`config.mk`:
```
export PLATFORM = sky130hd
export DESIGN_NAME = aux_reply_decoder_flat
export DESIGN_NICKNAME = d
export VERILOG_FILES = /design/src/rtl/aux_reply_decoder_if.sv /design/src/rtl/aux_reply_decoder.sv /design/src/flat_wrapper.sv
export SDC_FILE = /design/constraint.sdc
export NUM_CORES = 1
export LEC_CHECK = 0
export CAP_MARGIN = 10
export CELL_PAD_IN_SITES_DETAIL_PLACEMENT = 0
export CELL_PAD_IN_SITES_GLOBAL_PLACEMENT = 2
export CORE_MARGIN = 1
export CORE_UTILIZATION = 43
export CTS_BUF_LIST = sky130_fd_sc_hd__clkbuf_16
export DETAILED_ROUTE_END_ITERATION = 8
export PLACE_DENSITY = 0.89
export SLEW_MARGIN = 20
export SYNTH_ARGS = -nofsm -noshare
export SYNTH_HDL_FRONTEND = slang
export SYNTH_SLANG_ARGS = --single-unit
```
`constraint.sdc`:
```
create_clock -name clk -period 3.5 [get_ports clk]
set_input_delay 0.875 -clock clk [delete_from_list [all_inputs] [get_ports clk]]
set_output_delay 0.875 -clock clk [all_outputs]
set_load 0.05 [all_outputs]
```
`src/rtl/aux_reply_decoder_if.sv`:
```
// rtl/aux_reply_decoder_if.sv - PHY receive, ctrl request context and decoded reply signals
interface aux_reply_decoder_if;
    logic       phy_rx_vld;
    logic [7:0] phy_rx_data;
    logic       phy_rx_done;
    logic       phy_rx_err;
    logic       ctrl_tr_vld;
    logic [1:0] ctrl_msg_cmd;
    logic [7:0] ctrl_msg_len;
    logic       ctrl_i2c_native;
    logic [1:0] reply_ack;
    logic       reply_ack_vld;
    logic [7:0] reply_data;
    logic       reply_data_vld;
    logic       reply_err;
    logic [7:0] stat_err_cnt;
    logic [7:0] stat_defer_cnt;

    modport master (
        output phy_rx_vld, phy_rx_data, phy_rx_done, phy_rx_err,
        output ctrl_tr_vld, ctrl_msg_cmd, ctrl_msg_len, ctrl_i2c_native,
        input  reply_ack, reply_ack_vld, reply_data, reply_data_vld, reply_err,
        input  stat_err_cnt, stat_defer_cnt
    );

    modport slave (
        input  phy_rx_vld, phy_rx_data, phy_rx_done, phy_rx_err,
        input  ctrl_tr_vld, ctrl_msg_cmd, ctrl_msg_len, ctrl_i2c_native,
        output reply_ack, reply_ack_vld, reply_data, reply_data_vld, reply_err,
        output stat_err_cnt, stat_defer_cnt
    );
endinterface

```
`src/rtl/aux_reply_decoder.sv`:
```
// rtl/aux_reply_decoder.sv - AUX reply decoder; AUX_RX_STATS_EN enables error/defer counters
module aux_reply_decoder #(
    parameter int FIFO_DEPTH = 16
) (
    input  logic               clk,
    input  logic               rst_n,
    aux_reply_decoder_if.slave bus
);
    localparam int AW = $clog2(FIFO_DEPTH);
    localparam int CW = $clog2(FIFO_DEPTH + 2);
    localparam logic [CW-1:0] CNT_MAX = CW'(FIFO_DEPTH + 1);
    localparam logic [CW-1:0] DEPTH_C = CW'(FIFO_DEPTH);

    typedef enum logic [2:0] {
        S_IDLE, S_ARMED, S_RX_BODY, S_CHECK, S_ACK_OUT, S_DATA_OUT
    } state_t;

    state_t          state, state_nxt;
    logic            tr_vld_q;
    logic            tr_rise;
    logic [1:0]      ctx_cmd;
    logic [7:0]      ctx_len;
    logic            ctx_i2c;
    logic [7:0]      hdr;
    logic [CW-1:0]   cnt;
    logic [CW-1:0]   rd_idx;
    logic [7:0]      mem [FIFO_DEPTH];
    logic [1:0]      ack_q;
    logic            err_q;

    logic            push, hdr_load, flush, err_evt, ack_load, rd_clr, rd_inc;
    logic [1:0]      code;
    logic            hdr_ok, cnt_ok, reply_ok;
    logic [8:0]      cnt_ext, max_rd;

    assign tr_rise = bus.ctrl_tr_vld & ~tr_vld_q;

    // Code field position depends on native vs I2C-over-AUX; the other 2-bit field must be zero.
    always_comb begin
        code    = ctx_i2c ? hdr[7:6] : hdr[5:4];
        hdr_ok  = (hdr[3:0] == 4'b0000) && (code != 2'b11) &&
                  (ctx_i2c ? (hdr[5:4] == 2'b00) : (hdr[7:6] == 2'b00));
        cnt_ext = 9'(cnt);
        max_rd  = {1'b0, ctx_len} + 9'd1;
        cnt_ok  = 1'b0;
        case (code)
            2'b00: begin
                if (ctx_cmd == 2'b01)
                    cnt_ok = (cnt != '0) && (cnt_ext <= max_rd) && (cnt <= DEPTH_C);
                else if (ctx_cmd == 2'b00)
                    cnt_ok = (cnt == '0);
            end
            2'b01: begin
                if (ctx_cmd == 2'b00)
                    cnt_ok = (cnt == CW'(1));
                else if (ctx_cmd == 2'b01)
                    cnt_ok = (cnt == '0);
            end
            2'b10:   cnt_ok = (cnt == '0);
            default: cnt_ok = 1'b0;
        endcase
        reply_ok = hdr_ok && cnt_ok;
    end

    always_comb begin
        state_nxt = state;
        push      = 1'b0;
        hdr_load  = 1'b0;
        flush     = 1'b0;
        err_evt   = 1'b0;
        ack_load  = 1'b0;
        rd_clr    = 1'b0;
        rd_inc    = 1'b0;
        case (state)
            S_IDLE: begin
                if (tr_rise)
                    state_nxt = S_ARMED;
            end
            S_ARMED: begin
                if (bus.phy_rx_err) begin
                    flush   = 1'b1;
                    err_evt = 1'b1;
                end else if (bus.phy_rx_vld) begin
                    hdr_load  = 1'b1;
                    flush     = 1'b1;
                    state_nxt = bus.phy_rx_done ? S_CHECK : S_RX_BODY;
                end else if (bus.phy_rx_done) begin
                    err_evt = 1'b1;
                end
            end
            S_RX_BODY: begin
                // A new request supersedes the reply in flight without flagging an error.
                if (tr_rise) begin
                    flush     = 1'b1;
                    state_nxt = S_ARMED;
                end else if (bus.phy_rx_err) begin
                    flush     = 1'b1;
                    err_evt   = 1'b1;
                    state_nxt = S_ARMED;
                end else begin
                    push = bus.phy_rx_vld;
                    if (bus.phy_rx_done)
                        state_nxt = S_CHECK;
                end
            end
            S_CHECK: begin
                if (tr_rise) begin
                    flush     = 1'b1;
                    state_nxt = S_ARMED;
                end else if (reply_ok) begin
                    ack_load  = 1'b1;
                    state_nxt = S_ACK_OUT;
                end else begin
                    flush     = 1'b1;
                    err_evt   = 1'b1;
                    state_nxt = S_ARMED;
                end
            end
            S_ACK_OUT: begin
                rd_clr    = 1'b1;
                err_evt   = bus.phy_rx_vld;
                state_nxt = (cnt != '0) ? S_DATA_OUT : S_ARMED;
            end
            S_DATA_OUT: begin
                rd_inc  = 1'b1;
                err_evt = bus.phy_rx_vld;
                if (rd_idx + CW'(1) == cnt)
                    state_nxt = S_ARMED;
            end
            default: state_nxt = S_IDLE;
        endcase
    end

    always_comb begin
        bus.reply_ack      = ack_q;
        bus.reply_err      = err_q;
        bus.reply_ack_vld  = (state == S_ACK_OUT);
        bus.reply_data_vld = (state == S_DATA_OUT);
        bus.reply_data     = 8'h00;
        if (state == S_DATA_OUT)
            bus.reply_data = mem[rd_idx[AW-1:0]];
    end

    always_ff @(posedge clk or negedge rst_n) begin
        if (!rst_n) begin
            state    <= S_IDLE;
            tr_vld_q <= 1'b0;
            ctx_cmd  <= 2'b00;
            ctx_len  <= 8'h00;
            ctx_i2c  <= 1'b0;
            hdr      <= 8'h00;
            cnt      <= '0;
            rd_idx   <= '0;
            ack_q    <= 2'b00;
            err_q    <= 1'b0;
        end else begin
            state    <= state_nxt;
            tr_vld_q <= bus.ctrl_tr_vld;
            err_q    <= err_evt;
            if (tr_rise) begin
                ctx_cmd <= bus.ctrl_msg_cmd;
                ctx_len <= bus.ctrl_msg_len;
                ctx_i2c <= bus.ctrl_i2c_native;
            end
            if (hdr_load)
                hdr <= bus.phy_rx_data;
            // Saturating one past the buffer depth keeps an overlong reply detectably invalid.
            if (flush)
                cnt <= '0;
            else if (push && (cnt != CNT_MAX))
                cnt <= cnt + CW'(1);
            if (rd_clr)
                rd_idx <= '0;
            else if (rd_inc)
                rd_idx <= rd_idx + CW'(1);
            if (ack_load)
                ack_q <= code;
        end
    end

    always_ff @(posedge clk) begin
        if (push && (cnt < DEPTH_C))
            mem[cnt[AW-1:0]] <= bus.phy_rx_data;
    end

`ifdef AUX_RX_STATS_EN
    logic [7:0] err_cnt, defer_cnt;

    always_ff @(posedge clk or negedge rst_n) begin
        if (!rst_n) begin
            err_cnt   <= 8'h00;
            defer_cnt <= 8'h00;
        end else begin
            if (err_q && (err_cnt != 8'hFF))
                err_cnt <= err_cnt + 8'd1;
            if ((state == S_ACK_OUT) && (ack_q == 2'b10) && (defer_cnt != 8'hFF))
                defer_cnt <= defer_cnt + 8'd1;
        end
    end

    assign bus.stat_err_cnt   = err_cnt;
    assign bus.stat_defer_cnt = defer_cnt;
`else
    assign bus.stat_err_cnt   = 8'h00;
    assign bus.stat_defer_cnt = 8'h00;
`endif

endmodule

```
`src/flat_wrapper.sv`:
```
// flat-port wrapper written by rule: the top's interface ports become plain ports
module aux_reply_decoder_flat 
#(
    parameter int FIFO_DEPTH = 16
)
  (clk, rst_n, bus_phy_rx_vld, bus_phy_rx_data, bus_phy_rx_done, bus_phy_rx_err, bus_ctrl_tr_vld, bus_ctrl_msg_cmd, bus_ctrl_msg_len, bus_ctrl_i2c_native, bus_reply_ack, bus_reply_ack_vld, bus_reply_data, bus_reply_data_vld, bus_reply_err, bus_stat_err_cnt, bus_stat_defer_cnt);
  aux_reply_decoder_if bus_i ();
  input  logic clk;
  input  logic rst_n;
  input wire logic [$bits(bus_i.phy_rx_vld)-1:0] bus_phy_rx_vld;
  input wire logic [$bits(bus_i.phy_rx_data)-1:0] bus_phy_rx_data;
  input wire logic [$bits(bus_i.phy_rx_done)-1:0] bus_phy_rx_done;
  input wire logic [$bits(bus_i.phy_rx_err)-1:0] bus_phy_rx_err;
  input wire logic [$bits(bus_i.ctrl_tr_vld)-1:0] bus_ctrl_tr_vld;
  input wire logic [$bits(bus_i.ctrl_msg_cmd)-1:0] bus_ctrl_msg_cmd;
  input wire logic [$bits(bus_i.ctrl_msg_len)-1:0] bus_ctrl_msg_len;
  input wire logic [$bits(bus_i.ctrl_i2c_native)-1:0] bus_ctrl_i2c_native;
  output wire logic [$bits(bus_i.reply_ack)-1:0] bus_reply_ack;
  output wire logic [$bits(bus_i.reply_ack_vld)-1:0] bus_reply_ack_vld;
  output wire logic [$bits(bus_i.reply_data)-1:0] bus_reply_data;
  output wire logic [$bits(bus_i.reply_data_vld)-1:0] bus_reply_data_vld;
  output wire logic [$bits(bus_i.reply_err)-1:0] bus_reply_err;
  output wire logic [$bits(bus_i.stat_err_cnt)-1:0] bus_stat_err_cnt;
  output wire logic [$bits(bus_i.stat_defer_cnt)-1:0] bus_stat_defer_cnt;
  assign bus_i.phy_rx_vld = bus_phy_rx_vld;
  assign bus_i.phy_rx_data = bus_phy_rx_data;
  assign bus_i.phy_rx_done = bus_phy_rx_done;
  assign bus_i.phy_rx_err = bus_phy_rx_err;
  assign bus_i.ctrl_tr_vld = bus_ctrl_tr_vld;
  assign bus_i.ctrl_msg_cmd = bus_ctrl_msg_cmd;
  assign bus_i.ctrl_msg_len = bus_ctrl_msg_len;
  assign bus_i.ctrl_i2c_native = bus_ctrl_i2c_native;
  assign bus_reply_ack = bus_i.reply_ack;
  assign bus_reply_ack_vld = bus_i.reply_ack_vld;
  assign bus_reply_data = bus_i.reply_data;
  assign bus_reply_data_vld = bus_i.reply_data_vld;
  assign bus_reply_err = bus_i.reply_err;
  assign bus_stat_err_cnt = bus_i.stat_err_cnt;
  assign bus_stat_defer_cnt = bus_i.stat_defer_cnt;
  aux_reply_decoder #(.FIFO_DEPTH(FIFO_DEPTH)) u_core (.clk(clk), .rst_n(rst_n), .bus(bus_i));
endmodule
```
==> results.md, run 1 <==
Status:
- The run finished with clean final reports.

Critical path:
- The worst setup path is launched from a flip-flop.
- The critical path startpoint is u_core.rd_idx[0].
- In this design, the stage delay of the slowest critical-path cell is about 0.52 ns.
- The slowest stage of the critical path belongs to the cell dfrtp_4.
- At the worst endpoint, the required time is 2.62 ns.
- Data on the critical path arrives at its endpoint at 2.53 ns.
- By startpoint and endpoint, the worst setup path is classified as flip-flop to output pin.
- The slack of the worst reg-to-reg path is 0.63 ns.
- The highest net fanout along the worst path is 10.
- The cell count of the worst reg-to-reg path is 9.
- In this run the critical register-to-register path is launched from u_core.ctx_len[0].
- The nature of the critical path endpoint is an output pin.
- The terminus of the critical flop-to-flop path is u_core.bus.reply_ack[0].
- The signal on the critical path passes through buf_4, mux4_2, mux4_2, and2_1, buf_4.

Cells and area:
- The final layout net count is about 560.
- The relative area change from synthesis to final layout is 18.24%.
- The layout cell share with drive strength beyond 1 is between 20% and 30%.
- The number of antenna repair diodes is 0.
- Cells fill between 50% and 60% of the core in the end.

Route:
- After detailed routing, the average wire length per cell comes to about 20 um.
- Summed over all layers, the routed wires come to roughly 15000 um.
- The number of antenna-violating nets in the routed design is 0.
- The starting DRC count in detailed routing is ~430.
- In the routed design, unresolved DRC markers number 0.
- Using the TritonRoute via totals, the vias-per-cell ratio works out to between 5 and 6.
- The number of iterations in the first detailed-routing pass is 5.
- The routed layout has 4044 vias.

Clock tree:
- The number of clock buffers added by TritonCTS is 17.
- The buffer depth of the longest clock path is 2.
- Clock-pin slew was measured on the worst setup and hold paths at roughly 0.060 ns.
- The H-tree depth reported by CTS is 4.
- The clock tree root driver cell is clkbuf_16.
- The TritonCTS clock tree is yes.
- The number of sinks driven by the clock tree is about 160.
- The number of buffers inserted by hold repair at cts is 0.
- Clock latency on the worst-skew pair, taken at its later pin, is around 0.43 ns.

Power:
- The static leakage is approximately 3.1 nW.
- Of the total power, the clock network draws 34.9%.
- The switching part of the total is between 20% and 30%.
- The total power per unit cell area is roughly 600 nW/um^2.
- In this run, the combinational gates consume ~20% of the power.
- The fraction of power consumed by sequential logic is a little under half.
- The net switching power figure is about 1.3 mW.
- The internal power summed over all cells is 3.787 mW.
- The worst-case IR drop observed on VDD is between 0.4 and 0.5 mV.

Placed design:
- The number of buffers inserted by port buffering is 37.
- The HPWL reported at the end of detailed placement is roughly 10000 um.
- The final estimated routing congestion in global placement is between 0.8 and 0.9.

Hold path:
- The path with the worst hold slack has its endpoint at u_core.ctx_len[6].
- The startpoint identified for the worst hold timing path is u_core.ctx_len[6].
- The cell depth of the worst min-delay path is 2.
- In this run the worst hold path is classified as flip-flop to flip-flop.

Global route:
- The number of global-route vias before repair is between 4000 and 5000.
- The global-route usage over all layers is roughly a fifth.
- Entering global routing, the biggest net connects 37 pins.
- The wire length of the first global-routing pass is ~24000 um.
- The initial antenna violation count is 0.
- The final global-route overflow total is 0.

Timing:
- The hold violation count in the final report was 0.
- The number of pins exceeding their max-slew limit in the final report is 0.
- For this run, the top clock speed supported by timing is 0.2940 GHz.
- In the final timing run, aggregate negative setup slack is 0 ns.
- The minimum period implied by the final worst setup slack is 3.402 ns.
- Setup repair after global routing left no endpoint under its margin.
- The worst-margin pin slew is 0.8425 ns.
- The worst pin sits at a relative slew slack of about 44%.
- The final worst-path cycle share is just under 100%.
- The worst-case clock skew is 0.008107 ns.
- Setup violations remaining at the end of the flow were counted as 0.

Floorplanning:
- The placeable core area is 16120 um^2.
- The full die area is around 17000 um^2.
- The initial utilization of the core area, before any placement, comes to 44.77%.
- The height of the die is ~130 um.
- In this run the horizontal extent of the chip is ~130 um.
- The count of pins on the block boundary is between 50 and 60.
- The number of rows created at floorplan is 46.

Synth:
- The dominant synthesized flop cell is edfxtp_1.
- The post-synthesis async set-or-reset flop share is between 20% and 30%.
- After technology mapping, the gate count stands at around 450.
- The flop and latch count out of synthesis is between 150 and 200.
- The part of the Yosys area used for sequential elements is approximately two thirds.
- The number of distinct standard cells referenced by the synthesized netlist is a little over 50.
- The synthesized design contains ~130 enable-type register cells.
- For this run, the number of Yosys warnings is 0.
- The netlist area before placement is slightly above 7000 um^2.
- In this run the mean area of a mapped cell was 15.93 um^2.

Flow run:
- The count of max-cap constraint violations is 0.
-- worst max-delay path: cells and delay by family, from the launching register on --
kind | cells | cell delay, ns
buffers and inverters | 2 | 0.40
flip-flops | 1 | 0.52
multiplexers | 2 | 1.00
AND/OR/NAND/NOR | 1 | 0.18
-- how the worst max path moves through the flow --
stage and end:
4_1_cts bus_reply_data[5], 2_1_floorplan bus_reply_data[0], 6_report bus_reply_data[5], 5_1_grt bus_reply_data[5], 3_3_place_gp bus_reply_data[5], 3_5_place_dp bus_reply_data[5]
-- cell type report --
| cell class | count | area [um^2] |
|---|---|---|
| fillers | 1317 | 7585 |
| flip-flops and latches | 164 | 4748 |
| multi-input cells | 261 | 2292 |
| repair buffers | 69 | 623.1 |
| clock buffers | 17 | 425.4 |
| well taps | 216 | 270.3 |
| clock inverters | 15 | 141.4 |
| inverters | 8 | 30.03 |
-- per-stage QoR --
stage                     power, mW  cells  setup WS [ns]  hold WS [ns]  area, um^2
after CTS                     5.127    746        0.01467        0.4933        8501
after global routing          5.325    750        0.03244        0.5241        8531
after global placement        3.318    714         0.4442        0.4727        7931
after floorplan               3.078    468         0.4463        0.4464        7271
final                         5.121    750        0.09815        0.4869        8531
after detailed placement      3.343    714         0.4014        0.4767        7931
-- sequential cells by signal, indices dropped and copies added (netlist names) --
signal	cells
u_core.mem	128
u_core.ctx_len	8
u_core.hdr	8
u_core.cnt	5
u_core.rd_idx	5
u_core.state	3
u_core.bus.reply_ack	2
u_core.ctx_cmd	2
u_core.bus.reply_err	1
u_core.ctx_i2c	1
u_core.tr_vld_q	1
-- synth_stat cells (5+ instances only) --
| cell type | count | share of area, % |
|---|---|---|
| and2_1 | 8 | 0.69 |
| buf_4 | 16 | 1.7 |
| clkbuf_1 | 13 | 0.68 |
| dfrtp_1 | 36 | 12 |
| edfxtp_1 | 128 | 53 |
| ha_1 | 11 | 1.9 |
| inv_1 | 8 | 0.42 |
| mux2_2 | 9 | 1.4 |
| mux4_2 | 40 | 12 |
| nand2_1 | 53 | 2.8 |
| nand2b_1 | 6 | 0.52 |
| nand3_1 | 8 | 0.55 |
| nor2_1 | 25 | 1.3 |
| nor2b_1 | 8 | 0.69 |
| nor3_1 | 6 | 0.42 |
| o21ai_0 | 11 | 0.76 |
| xnor2_1 | 5 | 0.61 |
| xor2_1 | 10 | 1.2 |
-- layout by cell type (no fill, tap or decap), drive strengths merged, types with 5 or more instances in the layout --
cell type        n
nand3            8
conb            16
nand2           53
clkbuf          17
edfxtp         128
ha              11
nor2            25
xor2            10
xnor2            5
mux2            12
o21ai           12
buf             41
clkinv           6
clkdlybuf4s50   28
and2             8
dfrtp           36
nor3             6
nand2b           6
inv             14
nor2b            8
mux4            40
-- power by group through the flow --
stage	Combinational (mW)	Clock, mW	Sequential, mW
6_report	1.02	1.79	2.31
5_1_grt	1.10	1.89	2.33
4_1_cts	0.990	1.81	2.32
3_5_place_dp	0.981	0	2.36
3_3_place_gp	0.963	0	2.36
2_1_floorplan	0.751	0	2.33
-- logic make-up (layout without fill, tap and decap cells) --
logic type / Yosys count / after routing / synth area share, %
flip-flops: 164 / 164 / 65.76
other: 1 / 16 / 0.05198
AND/OR/NAND/NOR: 127 / 127 / 8.359
AO/OA/AOI/OAI: 38 / 38 / 4.162
multiplexers: 54 / 54 / 14.69
XOR/XNOR: 15 / 15 / 1.821
buffers and inverters: 43 / 109 / 3.243
adder cells (fa/ha/maj): 11 / 11 / 1.908
-- layer usage --
layer  track usage, %  share of wire (%)  wire [um]
met5                0                  0          0
met4            7.752                1.5        236
met3            3.048                5.5        838
met2            30.01                 49       7555
met1            25.09                 44       6672
-- repair_timing --
action / CTS / global route
gates resized for setup: 1 / 0
buffers inserted: 0 / 4
setup endpoints to repair: 3 / 3
(Power assumes the default switching activity.)
==> run 2: changes to the inputs <==
--- a/config.mk
+++ b/config.mk
@@ -9,10 +9,11 @@
 export CELL_PAD_IN_SITES_DETAIL_PLACEMENT = 0
 export CELL_PAD_IN_SITES_GLOBAL_PLACEMENT = 2
 export CORE_MARGIN = 1
-export CORE_UTILIZATION = 43
+export CORE_UTILIZATION = 46
 export CTS_BUF_LIST = sky130_fd_sc_hd__clkbuf_16
+export CTS_CLUSTER_SIZE = 10
 export DETAILED_ROUTE_END_ITERATION = 8
-export PLACE_DENSITY = 0.89
+export PLACE_DENSITY = 0.94
 export SLEW_MARGIN = 20
 export SYNTH_ARGS = -nofsm -noshare
 export SYNTH_HDL_FRONTEND = slang
==> constraint.sdc (replaced) <==
create_clock -name clk -period 4.18 [get_ports clk]
set_input_delay 1.045 -clock clk [delete_from_list [all_inputs] [get_ports clk]]
set_output_delay 1.045 -clock clk [all_outputs]
set_load 0.05 [all_outputs]
==> run 2 against run 1 <==
Effect of this change:
- cell area shrank 0.47%
- utilization grew 2.7 points
- hold slack lost 0.0022 ns
- sequential share of layout area grew 0.26 points
- clock-buffer cell count stayed put
- clock skew rose by 0.0022 ns
- combinational power shrank 19%
- via count is 2.0% higher
- clock power down 20%
- total power is 18% lower
- highest routed layer unchanged
==> results.md, run 2 (synthesis results as in run 1) <==
Critical path:
- The type of the worst setup path is flip-flop to output pin.
- STA classifies the critical path startpoint as a flip-flop.
- The nature of the critical path endpoint is an output pin.
- In this run the worst path has a maximum fanout of 13.
- STA puts the critical path data required time at about 3.1 ns.
- The critical path starts at u_core.rd_idx[0].
- The startpoint identified for the worst register-to-register timing path is u_core.ctx_len[2].
- Across all register-to-register paths, the minimum setup slack is between 1 and 1.5 ns.
- At the worst endpoint, the arrival time is 2.84 ns.

Floorplanning:
- In this run the horizontal extent of the chip is around 130 um.
- The count of pins on the block boundary is 54.
- The die covers around 16000 um^2.
- The number of rows created at floorplan is 45.
- Once the floorplan was initialized, standard cells occupied a little under half of the core.
- The placeable core area is ~15000 um^2.
- The die is approximately 130 um tall.

Cells and area:
- For this run, the post-layout net count is 550.
- The register with the most flip-flops in the layout has 128 of them.
- The register cell area after layout is roughly 4700 um^2.
- The non-filler instance count after layout is 738.
- The leading cell type in the layout, fill and taps excluded is edfxtp_1.
- The number of antenna repair diodes is 0.
- The utilization after layout is 55.65%.
- The area used by multi-input combinational logic is 2292 um^2.
- The relative area change from synthesis to final layout is 17.69%.
- The filler cell count in the final layout is 1194.
- In the layout the commonest cells are 128 x edfxtp_1, 53 x nand2_1, 40 x mux4_2.
- Cells with a size suffix above 1 make up between 20% and 30% of the layout.

Hold path:
- The worst hold path begins at u_core.ctx_len[6].
- The worst min-delay path class is flip-flop to flip-flop.

Route:
- The number of design rule violations left after detail routing is 0.
- Across all layers, the routed design uses between 4000 and 5000 vias.
- The total wirelength of the detailed-routed design is ~15000 um.
- The first TritonRoute pass finished after 5 iterations.
- The first routing iteration left 359 violations.
- Dividing the detail-routed wire length by the instance count gives ~20 um.
- The via density per instance is roughly 5.6.
- The number of antenna-violating nets in the routed design is 0.

Global route:
- The final global-route overflow total is 0.
- The wire length of the first global-routing pass is roughly 23000 um.
- The global-route usage over all layers is 19.58%.
- Entering global routing, the biggest net connects 37 pins.
- The initial antenna violation count is 0.
- The number of global-route vias before repair is about 4000.

Clock tree:
- The H-tree was split into 4 levels.
- For the worst-skew pair, the clock arrives at the later sink with an insertion delay of between 0.4 and 0.5 ns.
- Clock tree synthesis inserted a total of 17 buffers.
- Clock-pin slew was measured on the worst setup and hold paths at about 0.07 ns.
- The longest clock path from root to sink contains 2 buffers.
- CTS saw approximately 160 sinks.
- The clock tree root driver cell is clkbuf_16.
- The TritonCTS clock tree is yes.

Timing:
- For the finished layout, the period the worst path requires is between 3 and 4 ns.
- The number of pins exceeding their max-slew limit in the final report was 0.
- Setup violations remaining at the end of the flow were counted as 0.
- The worst path uses between 90% and 100% of the clock period.
- Headroom to the max-slew limit came out at about 44%.
- The post-route setup TNS is 0 ns.
- Timing would allow up to 0.2575 GHz.
- The hold violation count in the final report was 0.
- Clock skew on the completed layout was measured at 0.01030 ns.
- At the pin with the least slew margin, the transition time is 0.8398 ns.
- Setup repair after global routing left no endpoint under its margin.

Placed design:
- Routability-driven placement finished with a final weighted congestion of around 0.84.
- In this run the tool buffered the top-level ports with 37 buffer cells.
- The cell count after placement is a little over 700.
- After legalization and detailed placement, the total HPWL measured about 9700 um.

Power:
- The total power per unit cell area is about 500 nW/um^2.
- For this design the static power due to leakage is between 3 and 4 nW.
- The worst-case IR drop observed on VDD is 0.2900 mV.
- The design draws around 4.2 mW.

Flow run:
- The count of max-cap constraint violations is 0.

Status:
- The flow ran to the end, and the final reports show no timing, DRC or antenna violations.
[run 2: changes by cell type in the layout (fill, tap and decap cells not counted), moves of 2 or more]
cell	change
inv_1	-2
clkinvlp_4	+2
clkinv_1	-3
dlymetal6s2s_1	+6
buf_4	-15
inv_6	+2
bufinv_16	-2
dlygate4sd2_1	+2
[run 2: cell type report]
class                           count  area share [%]
Inverter                            8          0.3537
Multi-Input combinational cell    261           27.00
Timing Repair Buffer               62           7.103
Sequential cell                   164           55.92
Clock buffer                       17           5.010
Tap cell                          211           3.109
Clock inverter                     15           1.503
[run 2: critical path: stages (launching register included)]
cell,delay (ns)
dfrtp_4,0.57
buf_12,0.21
mux4_2,0.53
mux4_2,0.50
and2_1,0.17
dlygate4sd2_1,0.42
[run 2: worst paths after layout]
path | cells past startpoint | end
max in group asynchronous | 1 | u_core.rd_idx[0]
min in group asynchronous | 1 | u_core.state[0]
hold reg to reg | 2 | u_core.ctx_len[6]
hold / removal | 2 | u_core.ctx_len[6]
setup / recovery | 5 | bus_reply_data[2]
setup reg to reg | 9 | u_core.bus.reply_ack[1]
[run 2: per-stage QoR]
step	instance area, um^2	setup WS [ns]	hold slack [ns]
3_5_place_dp	7923	0.3929	0.4740
4_1_cts	8476	0.006092	0.4924
3_3_place_gp	7923	0.4112	0.4729
6_report	8491	0.2964	0.4847
2_1_floorplan	7271	0.9563	0.4464
5_1_grt	8491	0.2038	0.5148
[run 2: what timing repair did]
item                                    4_1_cts  5_1_grt
endpoints found under the setup margin        8        6
endpoints found under the hold margin         0        0
setup buffers                                 0        0
hold buffers                                  0        0
resized for setup                             3        6
[run 2: power by group]
part	internal (mW)	switching [mW]	leakage, nW
clock network	0.775	0.665	0.268
logic	0.428	0.394	1.29
registers	1.84	0.105	1.61
[run 2: layer usage]
metal | routed length [um] | GRT usage, % | share of wire (%)
met5 | 0 | 0 | 0
met4 | 322 | 7.773 | 2.2
met3 | 830 | 4.523 | 5.7
met2 | 7141 | 31.12 | 49
met1 | 6314 | 26.36 | 43
